==> src/rtl/hazard_ctrl.sv <==
// Hazard controller: tracks in-flight destinations after decode and derives
// operand forwarding, load-use stalls and branch flushes.
module hazard_ctrl #(
  parameter int DEPTH    = 3,
  parameter int REG_BITS = 5,
  parameter int LOAD_LAT = 1,
  parameter int BR_STAGE = 1,
  parameter int CNT_BITS = 16
) (
  input  logic                        clk,
  input  logic                        rst_n,
  input  logic                        id_valid,
  input  logic [REG_BITS-1:0]         id_rs,
  input  logic [REG_BITS-1:0]         id_rt,
  input  logic                        id_use_rs,
  input  logic                        id_use_rt,
  input  logic [REG_BITS-1:0]         id_rd,
  input  logic                        id_regwrite,
  input  logic                        id_memread,
  input  logic                        br_taken,
  input  logic                        mem_stall,
  output logic                        stall,
  output logic                        flush,
  output logic [$clog2(DEPTH+1)-1:0]  fwd_rs_sel,
  output logic [$clog2(DEPTH+1)-1:0]  fwd_rt_sel,
  output logic [DEPTH-1:0]            entry_valid,
  output logic [CNT_BITS-1:0]         stall_cnt,
  output logic [CNT_BITS-1:0]         flush_cnt
);

  localparam int SEL_BITS = $clog2(DEPTH + 1);

  logic [DEPTH-1:0]    v_q;
  logic [DEPTH-1:0]    rw_q;
  logic [DEPTH-1:0]    mr_q;
  logic [REG_BITS-1:0] rd_q [DEPTH];

  logic [DEPTH-1:0]    rs_hit;
  logic [DEPTH-1:0]    rt_hit;
  logic                load_use;

  // Scan oldest to youngest so the youngest live producer wins the select.
  always_comb begin
    fwd_rs_sel = '0;
    fwd_rt_sel = '0;
    rs_hit     = '0;
    rt_hit     = '0;
    load_use   = 1'b0;
    for (int k = DEPTH - 1; k >= 0; k--) begin
      rs_hit[k] = v_q[k] && rw_q[k] && (rd_q[k] == id_rs) && (id_rs != '0) && id_use_rs;
      rt_hit[k] = v_q[k] && rw_q[k] && (rd_q[k] == id_rt) && (id_rt != '0) && id_use_rt;
      if (rs_hit[k]) fwd_rs_sel = SEL_BITS'(k + 1);
      if (rt_hit[k]) fwd_rt_sel = SEL_BITS'(k + 1);
      if ((k < LOAD_LAT) && mr_q[k] && (rs_hit[k] || rt_hit[k]) && id_valid)
        load_use = 1'b1;
    end
  end

  assign flush       = br_taken & ~mem_stall;
  assign stall       = load_use & ~flush;
  assign entry_valid = v_q;

  // Entries younger than the resolving branch are squashed; the branch itself moves on.
  always_ff @(posedge clk or negedge rst_n) begin
    if (!rst_n) begin
      v_q       <= '0;
      rw_q      <= '0;
      mr_q      <= '0;
      stall_cnt <= '0;
      flush_cnt <= '0;
      for (int k = 0; k < DEPTH; k++) rd_q[k] <= '0;
    end else if (!mem_stall) begin
      v_q[0]  <= id_valid & ~stall & ~flush;
      rd_q[0] <= id_rd;
      rw_q[0] <= id_regwrite;
      mr_q[0] <= id_memread;
      for (int k = 1; k < DEPTH; k++) begin
        v_q[k]  <= v_q[k-1] & ~(flush & (k <= BR_STAGE));
        rd_q[k] <= rd_q[k-1];
        rw_q[k] <= rw_q[k-1];
        mr_q[k] <= mr_q[k-1];
      end
      if (stall && (stall_cnt != '1)) stall_cnt <= stall_cnt + CNT_BITS'(1);
      if (flush && (flush_cnt != '1)) flush_cnt <= flush_cnt + CNT_BITS'(1);
    end
  end

endmodule

==> config.mk <==
export PLATFORM = sky130hd
export DESIGN_NAME = hazard_ctrl
export DESIGN_NICKNAME = d
export VERILOG_FILES = /design/src/rtl/hazard_ctrl.sv
export SDC_FILE = /design/constraint.sdc
export NUM_CORES = 1
export LEC_CHECK = 0
export ABC_AREA = 0
export CORE_MARGIN = 2
export CORE_UTILIZATION = 50
export DETAILED_ROUTE_END_ITERATION = 7
export HOLD_SLACK_MARGIN = 0.06
export PLACE_DENSITY = 0.79
export SLEW_MARGIN = 40
export SYNTH_ARGS = -nofsm -noshare
export SYNTH_HDL_FRONTEND = slang
export SYNTH_SLANG_ARGS = --single-unit
==> constraint.sdc <==
create_clock -name clk -period 2.35 [get_ports clk]
set_input_delay 0.47 -clock clk [delete_from_list [all_inputs] [get_ports clk]]
set_output_delay 0.47 -clock clk [all_outputs]
set_load 0.005 [all_outputs]
---- After elaboration in Yosys (flattened, before gate mapping) ----
Cells that the tools add are included.
Widths: inputs -> output; s select.
word-level totals
  output and inout bits ................... 41
  input bits .............................. 24
  register bits after elaboration ......... 54
  logic and storage cells ................. 63
cells by class
  bitwise operators ....................... 8
  $add $sub $neg .......................... 2
  reductions and logical operators ........ 30
  muxes and demuxes ....................... 7
  equality and inequality tests ........... 8
operators by type and width
  operator               number
  $add 16x1->16 const B  2
  $ne 16x16->1 const B   2
  $eq 5x5->1             6
  $logic_and 1x1->1      25
  $mux 2                 6
  $reduce_bool 5->1      2
  $and 1x1->1            5
  $reduce_and 2->1       2
  $not 1->1              3
  $logic_or 1x1->1       1
  $mux 1                 1

---- Logic depth before layout (Yosys ltp) ----
  word-level depth ........................ 12
  gate-level depth with buffers ........... 6
  mapped depth without buffers ............ 6

---- Worst setup path after synthesis ----
Ideal clock, no wire load.
  path type ............................... input port to output port
  from .................................... input id_rs[0]
  to ...................................... output fwd_rs_sel[0]
  path slack .............................. 0.299 ns
  stages on the path ...................... 5
  data required time ...................... 1.880 ns
  arrival time ............................ 1.581 ns
  buffers on the path ..................... 1
  cells stage by stage .................... or4_1 > o21ai_2 > nor3_2 > buf_6 > a21o_1
on the way
  longest elaborated chain between the ends .. 7
  elaborated cells between the ends (all ways) .. 16
  those cells by class .................... 3 x eq/ne; 3 x mux; 10 x reduce/logical
ends and longest elaborated chain
  element                          line  text
  start: declaration               13    input logic [REG_BITS-1:0] id_rs,
  $eq 5x5->1                       50    rs_hit[k] = v_q[k] && rw_q[k] && (rd_q[k] == id_rs) && (id_rs != '0) && id_use_rs;
  $logic_and 1x1->1 (3 in series)  50
  $mux 2 (2 in series)             52    if (rs_hit[k]) fwd_rs_sel = SEL_BITS'(k + 1);
  $mux 2 (*)                       52
  end: declaration                 24    output logic [$clog2(DEPTH+1)-1:0] fwd_rs_sel,
Every way passes the cells marked *; elsewhere a longest branch is shown, timed or not.

---- Worst setup path in the final report ----
  from .................................... register rd_q[2] (netlist name)
  to ...................................... output fwd_rt_sel[1]
on the way
  longest elaborated chain between the ends .. 7
ends and longest elaborated chain
  element                           line  text
  start: declaration                36    logic [REG_BITS-1:0] rd_q [DEPTH];
  start signal: indexed assignment  79    rd_q[k] <= rd_q[k-1];
  $eq 5x5->1                        51    rt_hit[k] = v_q[k] && rw_q[k] && (rd_q[k] == id_rt) && (id_rt != '0) && id_use_rt;
  $logic_and 1x1->1 (3 in series)   51
  $mux 2 (3 in series)              53    if (rt_hit[k]) fwd_rt_sel = SEL_BITS'(k + 1);
  end: declaration                  25    output logic [$clog2(DEPTH+1)-1:0] fwd_rt_sel,
Every way passes these cells.

==> metrics.txt <==
Non-Filler Instances=435; DRT iter0 DRCs=166; highest clock rate=0.424 GHz; DR WL/cell=16.7 µm; count leader, synth=dfrtp_1; Post-CTS Hold Buffers=0; Tmin final=2360 ps; status=complete, but fails checks; Clock Latency Late Sink=310 ps; Setup TNS Final=-8.78 ps; Vias=2447; Final Hold Vio Count=0; synthesis-to-layout area growth=40.6%; Routed Antenna Nets=0; clock skew=6.28 ps; Worst-Margin Slew=683 ps; failing checks=negative setup slack; total track usage=24.6%; total gr overflow=0; CTS clock-pin slew for the worst setup and hold paths=90 ps; post-synth cell types=44; drt via density=5.63; dpl cells=421; dpl hpwl=5.28 mm; initial core utilization=52.3%; max-slew violation count=0; Layout fillers=405; final setup margin=-8.78 ps; Reg area=1350 µm²; Hold WS=186 ps; die width=80.4 µm; cell area after layout=4100 µm²; Synth Flop Type=dfrtp_1; fraction of layout cells with a size suffix above 1=28.7%; antenna diode count=0; Mapped Cells=260; maximum fanout along the worst path=3; largest net degree at the start of global routing=29; Num CTS Buffers=5; share of the synthesized area in the top cell type=46.3%; sinks on the clock net=54; FF-to-FF Start=stall_cnt[0]; Die Ht=80.4 µm; Port Buffers=64; deepest clock path buffer count=2; Lkg Pwr=1.74 nW; post-synthesis sequential area ratio=46.3%; RR Endpoint=stall_cnt[1]; Mapped Nets=286; area of the multi-input gates=1630 µm²; IO Pins=65; Reg2Reg Setup Slack=270 ps; relative slew slack=54.4%; Post-synth top cells=54 x dfrtp_1, 49 x xnor2_1, 21 x mux2_2; async set-reset flop share out of synthesis=100%; Root Driver=clkbuf_8; Synth area leader=dfrtp_1; Routed WL=7.28 mm; VDD IR max=0.588 mV; dpl cell area=3850 µm²; vias in the first global route=2549; GPL Wtd Cong=0.843; fin crit share=100%; reg2reg path depth=6; Post-synth EDFFs=0; dominant cells by area after synthesis=dfrtp_1 46%, xnor2_1 15%, mux2_2 8.1%, xor2_1 3.0%, o211ai_2 2.1%; Final #Nets=388; worst min path class=in2async; initial antenna violation count=0; htree depth=2; YS warnings=0; CP startpoint=rd_q[2]; Crit. End Element=primary output; CP arrival=1890 ps; crit path launch type=flip-flop; Core Rows=27; max-cap violations=0; Setup CP Type=reg2out; power per cell area=574 nW/µm²; Worst EP required=1880 ps; first-pass GRT wire length=12.1 mm; Setup Viol. Count Final=1; number of synthesized register bits=54; core area=5570 µm²; CTS tree=yes; RSZ-0062 raised after global routing=yes; synthesized area=2920 µm²; drt pass-1 iters=4; die area=6460 µm²; Avg Cell Area, Syn=11.2 µm²; DRC Markers=0
==> power by group <==
part           leakage [nW]  internal (W)  switching [W]
sequential            0.698       0.00103       0.000137
combinational         0.975      0.000328       0.000199
clock                0.0618      0.000351       0.000310
total                  1.74       0.00171       0.000647
==> worst max path at each step <==
stage | to | cells past startpoint
after CTS | fwd_rt_sel[1] | 6
after floorplan | fwd_rs_sel[0] | 5
after global placement | fwd_rt_sel[1] | 7
final | fwd_rt_sel[1] | 6
after global routing | fwd_rt_sel[1] | 6
after detailed placement | fwd_rt_sel[1] | 8
==> through the flow <==
step | setup WS (ps) | power, W | utilization (%)
4_1_cts | -69.6 | 0.00236 | 72.9
3_3_place_gp | -712 | 0.00165 | 69.1
3_5_place_dp | -775 | 0.00167 | 69.1
5_1_grt | -123 | 0.00248 | 73.6
2_1_floorplan | 299 | 0.00138 | -
6_report | -8.78 | 0.00235 | 73.6
==> logic make-up (layout without fill, tap and decap cells) <==
kind of cell,after synthesis,count (layout),share of synthesized area [%]
fa+ha+maj,2,2,0.857
flops,54,54,46.3
buf+inv,9,112,1.71
compound gates,31,31,8.71
mux,22,22,8.49
simple gates,83,83,16.2
xor+xnor,59,59,17.7
==> registers in the layout (all words and copies together) (netlist names) <==
register and cells:
flush_cnt 16, stall_cnt 16, rw_q 3, mr_q 1, rd_q 15, entry_valid 3
==> layout make-up <==
class / instances / area share, %
Multi-Input combinational cell: 197 / 39.7
Sequential cell: 54 / 33.0
Timing Repair Buffer: 101 / 21.8
Tap cell: 72 / 2.20
Clock buffer: 6 / 2.01
Clock inverter: 2 / 0.945
Inverter: 3 / 0.274
==> what timing repair did <==
action / CTS / global route
setup buffers: 5 / 1
gates resized for setup: 62 / 11
endpoints found under the setup margin: 6 / 7
pin swaps: 16 / 12
==> placed cells by master, fill, tap and decap left out, types with 2 or more instances in the layout <==
cell / Yosys / final
clkdlybuf4s50_1: 0 / 48
nor2b_4: 0 / 2
dfrtp_1: 54 / 52
nand3_1: 12 / 12
buf_2: 1 / 8
xnor2_1: 49 / 45
a21oi_1: 2 / 2
nand4_1: 8 / 8
and2_1: 2 / 2
or4_4: 0 / 3
dfrtp_2: 0 / 2
clkdlybuf4s15_1: 0 / 2
dlygate4sd2_1: 0 / 2
and4_1: 4 / 4
mux2_2: 21 / 21
xor2_1: 10 / 10
buf_6: 2 / 4
nand2_1: 14 / 14
and3_1: 8 / 8
nor2_1: 9 / 9
o21ai_1: 4 / 5
clkbuf_2: 0 / 2
nor3_2: 2 / 3
nor4b_1: 2 / 2
xnor2_2: 0 / 4
ha_1: 2 / 2
o2111ai_1: 6 / 6
nor3_1: 7 / 5
a211oi_1: 2 / 2
clkdlybuf4s15_2: 0 / 2
nor4_1: 3 / 2
buf_4: 0 / 32
o211ai_2: 5 / 4
o21ai_4: 0 / 2
clkbuf_8: 0 / 6
inv_1: 3 / 3
or3_1: 3 / 3
==> layer usage <==
layer	vias up	track usage (%)	share of wire, %
li1	1144	-	-
met1	1190	31.4	43
met2	91	40.3	48
met3	22	6.40	7.0
met4	0	8.98	2.8
met5	-	0	0
==> critical path: stages (launching register included) <==
cell     delay, ps
dfrtp_2        460
xnor2_2        160
nand4_1        140
or4_4          500
nor2b_4        140
nor2_1          80
buf_2          110
Note: power is estimated with default switching activity, not from simulation.
